### config.mk
export PLATFORM = sky130hd
export DESIGN_NAME = normalize_pipe
export DESIGN_NICKNAME = d
export VERILOG_FILES = /design/src/rtl/normalize_pipe.sv
export SDC_FILE = /design/constraint.sdc
export NUM_CORES = 1
export LEC_CHECK = 0
export CAP_MARGIN = 15
export CORE_UTILIZATION = 30
export DETAILED_ROUTE_END_ITERATION = 8
export GPL_TIMING_DRIVEN = 0
export HOLD_SLACK_MARGIN = 0.03
export PLACE_DENSITY = 0.61
export SYNTH_ARGS = -nofsm -noshare
export SYNTH_HDL_FRONTEND = slang
export SYNTH_SLANG_ARGS = --single-unit
### constraint.sdc
create_clock -name clk -period 5.35 [get_ports clk]
set_input_delay 0.8025 -clock clk [delete_from_list [all_inputs] [get_ports clk]]
set_output_delay 0.8025 -clock clk [all_outputs]
set_load 0.1 [all_outputs]
### src/rtl/normalize_pipe.sv
// Two-stage floating-point normalizer: S1 captures the operand with its leading-zero count,
// S2 shifts and adjusts the exponent. Define NORM_UFLOW_CNT_EN to add the uflow_cnt output.
module normalize_pipe #(
  parameter int MW = 11,
  parameter int EW = 5
) (
  input  logic          clk,
  input  logic          rst_n,
  input  logic          in_valid,
  output logic          in_ready,
  input  logic          sign_in,
  input  logic [EW-1:0] exp_in,
  input  logic [MW-1:0] mant_in,
  output logic          out_valid,
  input  logic          out_ready,
  output logic          sign_out,
  output logic [EW-1:0] exp_out,
  output logic [MW-1:0] mant_out,
  output logic          zero_out,
  output logic          uflow_out
`ifdef NORM_UFLOW_CNT_EN
  ,
  output logic [15:0]   uflow_cnt
`endif
);

  localparam int LZW = $clog2(MW + 1);
  localparam int CW  = ((EW > LZW) ? EW : LZW) + 1;

  logic           s1_valid_q, s1_valid_d;
  logic           s1_sign_q;
  logic [EW-1:0]  s1_exp_q;
  logic [MW-1:0]  s1_mant_q;
  logic [LZW-1:0] s1_lz_q;

  logic           s2_valid_q, s2_valid_d;
  logic           s2_sign_q;
  logic [EW-1:0]  s2_exp_q, s2_exp_d;
  logic [MW-1:0]  s2_mant_q, s2_mant_d;
  logic           s2_zero_q, s2_zero_d;
  logic           s2_uflow_q, s2_uflow_d;

  logic           s2_ready, in_fire, s1_adv, out_fire;
  logic [LZW-1:0] lz_d;
  logic [CW-1:0]  exp_ext, lz_ext, shamt;

  assign s2_ready = !s2_valid_q || out_ready;
  assign in_ready = !s1_valid_q || s2_ready;
  assign in_fire  = in_valid && in_ready;
  assign s1_adv   = s1_valid_q && s2_ready;
  assign out_fire = s2_valid_q && out_ready;

  assign s1_valid_d = in_fire || (s1_valid_q && !s2_ready);
  assign s2_valid_d = s1_adv || (s2_valid_q && !out_ready);

  // Highest set bit wins because later iterations overwrite earlier ones.
  always_comb begin
    lz_d = LZW'(MW);
    for (int i = 0; i < MW; i++) begin
      if (mant_in[i]) lz_d = LZW'(MW - 1 - i);
    end
  end

  always_comb begin
    exp_ext    = CW'(s1_exp_q);
    lz_ext     = CW'(s1_lz_q);
    shamt      = (exp_ext > lz_ext) ? lz_ext : exp_ext;
    s2_mant_d  = '0;
    s2_exp_d   = '0;
    s2_zero_d  = 1'b0;
    s2_uflow_d = 1'b0;
    if (s1_mant_q == '0) begin
      s2_zero_d = 1'b1;
    end else if (exp_ext > lz_ext) begin
      s2_mant_d = s1_mant_q << shamt;
      s2_exp_d  = EW'(exp_ext - lz_ext);
    end else begin
      // Exponent would go negative: stop shifting at exponent 0 (denormal).
      s2_mant_d  = s1_mant_q << shamt;
      s2_uflow_d = 1'b1;
    end
  end

  always_ff @(posedge clk or negedge rst_n) begin
    if (!rst_n) begin
      s1_valid_q <= 1'b0;
      s1_sign_q  <= 1'b0;
      s1_exp_q   <= '0;
      s1_mant_q  <= '0;
      s1_lz_q    <= '0;
    end else begin
      s1_valid_q <= s1_valid_d;
      if (in_fire) begin
        s1_sign_q <= sign_in;
        s1_exp_q  <= exp_in;
        s1_mant_q <= mant_in;
        s1_lz_q   <= lz_d;
      end
    end
  end

  always_ff @(posedge clk or negedge rst_n) begin
    if (!rst_n) begin
      s2_valid_q <= 1'b0;
      s2_sign_q  <= 1'b0;
      s2_exp_q   <= '0;
      s2_mant_q  <= '0;
      s2_zero_q  <= 1'b0;
      s2_uflow_q <= 1'b0;
    end else begin
      s2_valid_q <= s2_valid_d;
      if (s1_adv) begin
        s2_sign_q  <= s1_sign_q;
        s2_exp_q   <= s2_exp_d;
        s2_mant_q  <= s2_mant_d;
        s2_zero_q  <= s2_zero_d;
        s2_uflow_q <= s2_uflow_d;
      end
    end
  end

  assign out_valid = s2_valid_q;
  assign sign_out  = s2_sign_q;
  assign exp_out   = s2_exp_q;
  assign mant_out  = s2_mant_q;
  assign zero_out  = s2_zero_q;
  assign uflow_out = s2_uflow_q;

`ifdef NORM_UFLOW_CNT_EN
  logic [15:0] uflow_cnt_q;

  always_ff @(posedge clk or negedge rst_n) begin
    if (!rst_n) begin
      uflow_cnt_q <= '0;
    end else if (out_fire && s2_uflow_q && (uflow_cnt_q != 16'hFFFF)) begin
      uflow_cnt_q <= uflow_cnt_q + 16'd1;
    end
  end

  assign uflow_cnt = uflow_cnt_q;
`else
  logic unused_out_fire;
  assign unused_out_fire = out_fire;
`endif

endmodule

== After elaboration in Yosys (flattened, before gate mapping) ==
Index checks and enable logic that the tools add are counted.
Word-level totals
  word-level logic and storage cells: 45
  memories: 0
  register bits: 42
  latch bits: 0
  memory bits (read-only): 0
  output and inout bits: 21
  memory bits (writable): 0
Cells by class
  equal/unequal tests: 0
  multiply operators: 0
  shift-type cells: 1
  bitwise logic cells: 0
  divide/modulo/power cells: 0
  reductions and logical operators: 13
  add/subtract/negate cells: 1
  multiplexer cells: 18
  magnitude comparators: 1
Operators by type and width (count)
  $mux 4: 8
  $mux 5: 3
  $logic_not 11->1: 1
  $mux 11: 1
  $shl 11x5->11: 1
  $gt 5x4->1: 1
  $sub 5x4->5: 1
  $logic_and 1x1->1: 4
  $logic_not 1->1: 4
  $logic_or 1x1->1: 4
  $mux 1: 4
  $mux 2: 2

== Logic depth before layout (Yosys ltp) ==
  depth after elaboration: 11
  mapped depth: 11

== Worst setup path after synthesis ==
OpenSTA, ideal clock, no wires.
  path kind: reg2reg
  from: register s2_valid_q, in the netlist out_valid
  to: register s1_exp_q[0]
  cell stages (with the launch flop): 5
  buffers on the path: 1
  path slack: 2.000 ns
  period minus slack after synthesis: 3.350 ns
  data arrival time: 3.226 ns
  data required time: 5.225 ns
  cell sequence: dfrtp_1 nand3b_1 nand2_1 clkbuf_1 mux2_2
Between the ends
  cells in the longest elaborated chain, start to end: 4
RTL lines
  start: declaration: line 36  | logic s2_valid_q, s2_valid_d;
  start signal: assignment: line 111  | s2_valid_q <= s2_valid_d;
  $logic_not 1->1: line 47  | assign s2_ready = !s2_valid_q || out_ready;
  $logic_or 1x1->1: line 47
  $logic_or 1x1->1: line 48  | assign in_ready = !s1_valid_q || s2_ready;
  named net in_ready: line 10  | output logic in_ready,
  $logic_and 1x1->1: line 49  | assign in_fire = in_valid && in_ready;
  end signal: assignment: line 95  | s1_exp_q <= exp_in;
  end: declaration: line 32  | logic [EW-1:0] s1_exp_q;
The timed path passes the listed nets, and every way through them passes these cells.
A chain may end at the register's enable or synchronous reset.

== Worst setup path in the final report ==
  from: input port out_ready
  to: output port in_ready
Between the ends
  cells in the longest elaborated chain, start to end: 2
RTL lines
  start: declaration: line 15  | input logic out_ready,
  $logic_or 1x1->1: line 47
  $logic_or 1x1->1: line 48
  end: declaration: line 10
No other way between the ends.

==> qor.txt <==
Req. time, crit path = 4.55 ns
CTS tree = yes
Post-layout min period = 3.36 ns
Top-Level Pins = 42
Unique cell type count in the Yosys netlist = 45
Via density = 4.91
Max-slew violations = 0
Number of CTS-inserted buffers = 5
Nets = 297
Share of cells above drive strength 1 = 0.143
Routed via count = 1,837
Clk buf depth = 2
First-pass GRT wire length = 9020 um
Crit. Startpoint = out_ready
Final worst slack = 1.99 ns
P&R area growth vs syn = 27.9%
Cell breakdown of the critical path = clkdlybuf4s50_1 > nand3b_1 > clkdlybuf4s50_1
FILL cells = 780
Worst r2r path cells = 10
Final Hold Viols = 0
Die Area = 8360 um^2
Post-Route WL = 5240 um
Routability-driven placement congestion ratio = 0.779
CTS Hold Bufs = 0
Worst-path maximum fanout = 3
LEAKAGE = 1.30 nW
Relative slew slack = 0.350
Reg2reg start = s1_exp_q[0]
Vias in the first global route = 1,849
Antenna violations before repair = 0
Synthesized net count = 248
Main synth FF type = dfrtp_1
CTS Sinks = 42
Crit Path Class = input port to output pin
Clk root buf = clkbuf_8
Initial Util = 0.310
Data arrival time of the critical path = 2.55 ns
Antenna viol nets, final = 0
Kind of end point of the critical path = output pin
Die Wd = 91.4 um
Critical Path Max Stage Delay = 1.15 ns
Fmax = 0.298 GHz
Ant diodes = 0
Synth top area share = 0.438
VDD IR-drop max = 0.000121 V
Cell row count = 32
Max_cap viols = 0
Clk_lat worst skew = 0.30 ns
Post-CTS setup buffer count = 0
Synth area leaders = dfrtp_1 (44%), mux2i_1 (14%), mux2_2 (9.9%)
CP max stage cell = clkdlybuf4s50_1
Avg Inst Size Synth = 10.8 um^2
CP Launch Type = input port
Final Cycle Share = 0.627
CP top delay family = buffers and inverters
Most numerous cell on the critical path = clkdlybuf4s50_1
Clock Skew = 0.00975 ns
Drt pass-1 iters = 4
Post-synthesis sequential area ratio = 0.438
CP bufs+invs = 2
Flop-to-flop setup slack = 2.01 ns
Number of remaining DRC errors = 0
Synth Cell Area = 2400 um^2
Slew @ Worst Pin = 0.972 ns
IO buf count = 41
Power Density = 511 nW/um^2
Ys Warns = 0
Clk slew on worst S/H paths = 0.08 ns
Status = finished clean
Post-CTS sizing = 0
#FFs+latches synth = 42
Fin Setup TNS = 0 ns
Pre-CTS setup slack = 1.99 ns
Die H = 91.4 um
Gr ovfl total = 0
Post-synth EDFFs = 0
Core area = 7730 um^2
RR Endpoint = mant_out[10]
Finish-stage setup viols = 0
Cells after synthesis = 222
Cell taking the most area after synthesis = dfrtp_1
Share of flip-flops with an asynchronous set or reset = 1.00
Hold WC Path Type = input port to asynchronous set/reset pin
H-Tree Depth = 2
GRT Total Usage = 0.135
Largest net degree at the start of global routing = 25
Post-DP HPWL = 4050 um
RSZ-0062 raised after global routing = no
DRT iter0 DRCs = 76
Drt wl/cell = 14.0 um
-- through the flow --
| step | power [mW] | utilization | instances | instance area, um^2 | hold slack, ns |
|---|---|---|---|---|---|
| 2_1_floorplan | 1.12 | - | 222 | 2400 | 0.475 |
| 3_3_place_gp | 1.32 | 0.380 | 365 | 2940 | 0.467 |
| 3_5_place_dp | 1.33 | 0.383 | 366 | 2960 | 0.469 |
| 4_1_cts | 1.58 | 0.397 | 374 | 3070 | 0.454 |
| 5_1_grt | 1.64 | 0.397 | 374 | 3070 | 0.482 |
| 6_report | 1.57 | 0.397 | 374 | 3070 | 0.446 |
-- routing by layer --
metal	GRT usage	routed length (um)
met5	0	0
met4	0.0384	44
met3	0.0302	210
met2	0.211	2340
met1	0.186	2650
-- registers in the layout (all words and copies together) (netlist names) --
signal      count
mant_out       11
s1_mant_q      11
exp_out         5
s1_exp_q        5
s1_lz_q         4
out_valid       1
s1_sign_q       1
s1_valid_q      1
sign_out        1
uflow_out       1
zero_out        1
-- Yosys cell counts (2+ instances only) --
| cell | count |
|---|---|
| dfrtp_1 | 42 |
| mux2i_1 | 33 |
| mux2_2 | 21 |
| nand2_1 | 20 |
| o21ai_0 | 12 |
| inv_1 | 10 |
| nor2_1 | 10 |
| a21oi_1 | 7 |
| nand2b_1 | 6 |
| nor3_1 | 6 |
| clkbuf_1 | 5 |
| ha_1 | 4 |
| nor4_1 | 4 |
| nand3_1 | 3 |
| a21o_1 | 2 |
| a221o_1 | 2 |
| a22oi_1 | 2 |
| a31oi_1 | 2 |
| mux2i_2 | 2 |
| o31ai_1 | 2 |
| o41ai_1 | 2 |
| xor2_1 | 2 |
-- worst max-delay path by stage --
stage,to,slack (ns),cells after the start
2_1_floorplan,s1_exp_q[0],2.00,4
4_1_cts,in_ready,1.98,3
6_report,in_ready,1.99,3
3_5_place_dp,in_ready,1.99,3
3_3_place_gp,in_ready,1.98,3
5_1_grt,mant_out[10],1.82,10
-- cell type report --
class | count | area [um^2] | area share
clock buffer | 5 | 68.8 | 0.0224
sequential | 42 | 1050 | 0.343
multi-input combinational | 163 | 1280 | 0.418
tap | 102 | 128 | 0.0416
clock inverter | 3 | 40.0 | 0.0131
inverter | 10 | 37.5 | 0.0122
timing repair buffer | 42 | 433 | 0.141
buffer | 7 | 27.5 | 0.00897
-- cell usage in the layout, fill, tap and decap left out, types with 6 or more instances in the layout --
cell type and count:
a21oi_1 7, clkdlybuf4s50_1 40, dfrtp_1 42, inv_1 10
mux2_2 21, mux2i_1 33, nand2_1 20, nand2b_1 6
nor2_1 10, nor3_1 6, o21ai_0 12
-- power breakdown --
group	leakage [nW]	internal (mW)	total (mW)	switching (mW)
clock	0.0579	0.137	0.248	0.111
combinational	0.730	0.255	0.866	0.611
sequential	0.515	0.394	0.452	0.0581
-- kinds of logic (layout without fill, tap and decap cells) --
logic type               after synthesis  after routing  synth area share
multiplexers                          57             57             0.257
AND/OR/NAND/NOR                       55             55             0.114
AO/OA/AOI/OAI                         43             43             0.124
flip-flops                            42             42             0.438
buffers and inverters                 17             67            0.0271
adder cells (fa/ha/maj)                5              5            0.0292
XOR/XNOR                               3              3            0.0110
(Power assumes the default switching activity.)
